[src/rtl/mem_access_unit.sv]
// mem_access_unit: multicycle sequencer between the control FSM and the
// unified instruction/data memory. A request is latched on acceptance, the
// memory interface is held stable for LATENCY cycles, and read data is then
// committed to IR or MDR, followed by a one-cycle done pulse.
//
// Optional feature: define MEM_ALIGN_CHECK_EN to flag word-misaligned
// accesses. A flagged access still runs through BUSY and DONE, but it never
// writes memory and never captures into IR or MDR. Without the macro,
// misaligned is tied low and every access commits normally.
module mem_access_unit #(
  parameter int LATENCY = 4,
  parameter int ADDR_W  = 32,
  parameter int DATA_W  = 32
) (
  input  logic              clk,
  input  logic              reset,
  input  logic              mem_read,
  input  logic              mem_write,
  input  logic              IorD,
  input  logic              IRWrite,
  input  logic [ADDR_W-1:0] pc,
  input  logic [ADDR_W-1:0] alu_out,
  input  logic [DATA_W-1:0] write_data,
  input  logic [DATA_W-1:0] mem_rdata,
  output logic [ADDR_W-1:0] mem_addr,
  output logic [DATA_W-1:0] mem_wdata,
  output logic              mem_re,
  output logic              mem_we,
  output logic [31:0]       ir,
  output logic [DATA_W-1:0] mdr,
  output logic              busy,
  output logic              done,
  output logic              misaligned
);

  typedef enum logic [1:0] {S_IDLE, S_BUSY, S_DONE} state_t;

  // Request attributes that must stay fixed for the whole access.
  typedef struct packed {
    logic wr;       // store (a read+write request is treated as a store)
    logic iord;     // 1 = data access, 0 = instruction fetch
    logic irwrite;  // fetch may load IR
    logic bad;      // misaligned, so commit is suppressed
  } req_t;

  state_t            state, state_nx;
  logic [3:0]        cnt;
  req_t              req;
  logic              req_any;
  logic [ADDR_W-1:0] sel_addr;
  logic              sel_bad;
  logic              last_cyc;

  assign req_any  = mem_read | mem_write;
  assign sel_addr = IorD ? alu_out : pc;
  assign last_cyc = (state == S_BUSY) && (cnt == 4'd0);

`ifdef MEM_ALIGN_CHECK_EN
  assign sel_bad = (sel_addr[1:0] != 2'b00);
`else
  assign sel_bad = 1'b0;
`endif

  // Next-state and interface strobes; strobes decode directly from state, so
  // a reset edge drops mem_we on that same edge.
  always_comb begin
    state_nx = state;
    busy     = 1'b0;
    done     = 1'b0;
    mem_re   = 1'b0;
    mem_we   = 1'b0;
    case (state)
      S_IDLE: begin
        if (req_any) state_nx = S_BUSY;
      end
      S_BUSY: begin
        busy   = 1'b1;
        mem_re = ~req.wr;
        mem_we = req.wr & ~req.bad & (cnt == 4'd0);
        if (cnt == 4'd0) state_nx = S_DONE;
      end
      S_DONE: begin
        done     = 1'b1;
        state_nx = S_IDLE;
      end
      default: state_nx = S_IDLE;
    endcase
  end

  // State register, request latch, latency counter and read-data commit.
  always_ff @(posedge clk) begin
    if (reset) begin
      state     <= S_IDLE;
      cnt       <= 4'd0;
      req       <= '0;
      mem_addr  <= '0;
      mem_wdata <= '0;
      ir        <= '0;
      mdr       <= '0;
    end else begin
      state <= state_nx;
      if (state == S_IDLE && req_any) begin
        mem_addr    <= sel_addr;
        mem_wdata   <= write_data;
        req.wr      <= mem_write;
        req.iord    <= IorD;
        req.irwrite <= IRWrite;
        req.bad     <= sel_bad;
        cnt         <= 4'(LATENCY - 1);
      end else if (state == S_BUSY && cnt != 4'd0) begin
        cnt <= cnt - 4'd1;
      end
      if (last_cyc && !req.wr && !req.bad) begin
        if (req.iord)         mdr <= mem_rdata;
        else if (req.irwrite) ir  <= 32'(mem_rdata);
      end
    end
  end

`ifdef MEM_ALIGN_CHECK_EN
  // Sticky error flag, set when a misaligned request is accepted.
  always_ff @(posedge clk) begin
    if (reset)                                    misaligned <= 1'b0;
    else if (state == S_IDLE && req_any && sel_bad) misaligned <= 1'b1;
  end
`else
  assign misaligned = 1'b0;
`endif

endmodule

[config.mk]
export PLATFORM = sky130hd
export DESIGN_NAME = mem_access_unit
export DESIGN_NICKNAME = d
export VERILOG_FILES = /design/src/rtl/mem_access_unit.sv
export SDC_FILE = /design/constraint.sdc
export NUM_CORES = 1
export LEC_CHECK = 0
export BUFFER_PORTS_ARGS = -buffer_cell sky130_fd_sc_hd__buf_2
export CAP_MARGIN = 10
export CORE_ASPECT_RATIO = 0.9
export CORE_MARGIN = 4
export CORE_UTILIZATION = 50
export CTS_CLUSTER_DIAMETER = 50
export DETAILED_ROUTE_END_ITERATION = 6
export MAX_ROUTING_LAYER = met4
export PLACE_DENSITY_LB_ADDON = 0.08
export SETUP_SLACK_MARGIN = 0.05
export SYNTH_ARGS = -nofsm -noshare
export SYNTH_HDL_FRONTEND = slang
export SYNTH_SLANG_ARGS = --single-unit
[constraint.sdc]
create_clock -name clk -period 3.1 [get_ports clk]
set_clock_uncertainty 0.05 [all_clocks]
set_input_delay 0.62 -clock clk [delete_from_list [all_inputs] [get_ports clk]]
set_output_delay 0.62 -clock clk [all_outputs]
set_load 0.03 [all_outputs]
==> flow_summary.ini <==
[critical_path]
cp.required_ps = 2430
start_kind = register
rrSetupSlack_ps = 900
r2r-end = ir[13]
cp_data_arrival_time_ps = 1850
cp-end-kind = output port
worstPathMaxFanout = 10
ff2ff_path_depth = 6
r2r_start = cnt[0]
critPathKind = reg2out

[timing]
slew_viol_final = 0
slew_headroom_pct = 27.7
worst_slack_ps = 579
fmax_mhz = 397
post-route-min-period_ps = 2520
holdWs_ps = 405
tightest_slew_ps = 1080
timing_hold_violations_final = 0
tns_ps = 0
fin_crit_sh_pct = 81.3
finalSetupViolations = 0
rsz0062_at_grt = no

[grt]
grt_pass1_vias = 5194
grt_use_total_pct = 25.7
antenna_found_initial = 0
gr-total-overflow = 0
grt_pass1_wl_mm = 25.9
grt_max_degree = 105

[route]
routed-via-count = 5666
dr.pass1.iters = 5
vias_per_cell = 5.51
drtIter0Drc = 469
antenna_left = 0
wl_mm = 16.9
drc = 0
wl_per_cell_um = 16.4

[layout]
layout-drive-gt1-share_pct = 36.2
finalInstanceArea_mm2 = 0.00758
final_cell_count_no_fill = 1028
mostFrequentLayoutCell = buf_2
antenna-diode-count = 0
post-route-util_pct = 69.5
syn_to_final_growth_pct = 34.7
most-common-layout-cells = buf_2, dfxtp_1, a21oi_1, mux2i_1, nand2_1
final_nets = 999

[cts]
cts_tree = built
numCtsBuffers = 17
post_cts_buffers = 0
clockRootBuffer = clkbuf_16
h-tree-depth = 4
postCtsResizedCells = 0
cts_hold_buf = 0
clkTransAtPathRegs_ps = 60
clockBufferDepth = 2
insertion_delay_ps = 400
cts_sinks = 137

[worst_hold_path]
hold_depth = 2
hp-class = reg2reg
hold_path_startpoint = ir[18]
hold_end = ir[18]

[power]
p_leak_nw = 3.47
powerDensity_mw_per_mm2 = 665
ir_drop_mv = 0.469
power.total_mw = 5.04

[die]
chipWidth_um = 120
die-area_mm2 = 0.0130
core_mm2 = 0.0109
die_y_um = 109
initial_core_util_pct = 51.6
rows = 36
io_pins = 267

[synthesis]
synth_area_leaders = dfxtp_1, mux2i_1, a21oi_1
postSynthCellCount = 636
synthDistinctLibCells = 32
synth_edf_count = 0
syn-num-nets = 771
syn_area_mm2 = 0.00563
ys_warn_count = 0
ys_ff_latch = 137
synth_top_area_share_pct = 48.7
post-synth-top-area-cell = dfxtp_1
avgSynthCellArea_um2 = 8.85
ys.flop_type = dfxtp_1
synth-seq-area-share_pct = 48.7
async_flop_share_pct = 0

[placement]
dp_hpwl_mm = 11.6
placed_cells = 997
pre_cts_slack_ps = 785
gp_congestion = 0.840
place.port_buffers = 265
placed_area_mm2 = 0.00698

[outcome]
status = finished, final reports clean

[flow_run]
cap_violations = 0
==> state kept, by name, summed over array words and instances (netlist names) <==
register	cells
mdr	32
cnt	4
mem_wdata	32
mem_addr	32
ir	32
state	2
req	3
==> how the worst max path moves through the flow <==
stage,from,to,cells past startpoint
after floorplan,cnt[0],mem_we,5
after global placement,mem_read,mem_wdata[25],5
after detailed placement,mem_read,mem_wdata[6],5
after CTS,state[0],mem_we,3
after global routing,state[0],mem_we,3
final,state[0],mem_we,3
==> synthesized netlist by cell type, types with 3 or more instances <==
master / number
nor2_1: 4
nand2_1: 65
nand3_1: 36
clkbuf_1: 53
a211oi_1: 32
a21oi_1: 99
mux2i_1: 66
buf_6: 3
dfxtp_1: 137
nand4_1: 32
o21ai_0: 62
buf_2: 12
o21ai_1: 5
inv_1: 4
==> cell type report <==
type                            instances  area (um^2)
Timing Repair Buffer                  280         1440
Tap cell                              152          190
Sequential cell                       137         2740
Clock inverter                          8          118
Inverter                                4         15.0
Clock buffer                           23          488
Multi-Input combinational cell        424         2590
Fill cell                             918         3320
==> worst max-delay path, cell delays in order (launching register included) <==
cell and delay, ps:
dfxtp_1 450, nor2b_1 540, and3_1 250, buf_2 200
==> per-layer routing <==
metal	track usage [%]	vias up	share of wire, %
met5	-	-	0
met4	10.1	0	2.2
met3	5.50	28	6.9
met2	42.9	246	50
met1	30.7	2645	41
li1	-	2747	-
==> kinds of logic (layout without fill, tap and decap cells) <==
kind of cell               after synthesis  in the layout  share of synthesized area (%)
and+or+nand+nor                        149            149                           13.1
DFF                                    137            137                           48.7
other                                    1              1                         0.0666
buffers and inverters                   75            315                           5.80
adders and majority gates                1              1                          0.222
muxes                                   66             66                           11.7
AOI/OAI and AO/OA                      207            207                           20.4
==> power by group <==
| group | total, mW | switching (mW) | leakage [nW] | internal [mW] |
|---|---|---|---|---|
| registers | 1.97 | 0.0756 | 1.12 | 1.89 |
| logic | 1.04 | 0.713 | 2.05 | 0.322 |
| clock network | 2.04 | 0.697 | 0.299 | 1.34 |
Note: power is estimated with default switching activity, not from simulation.
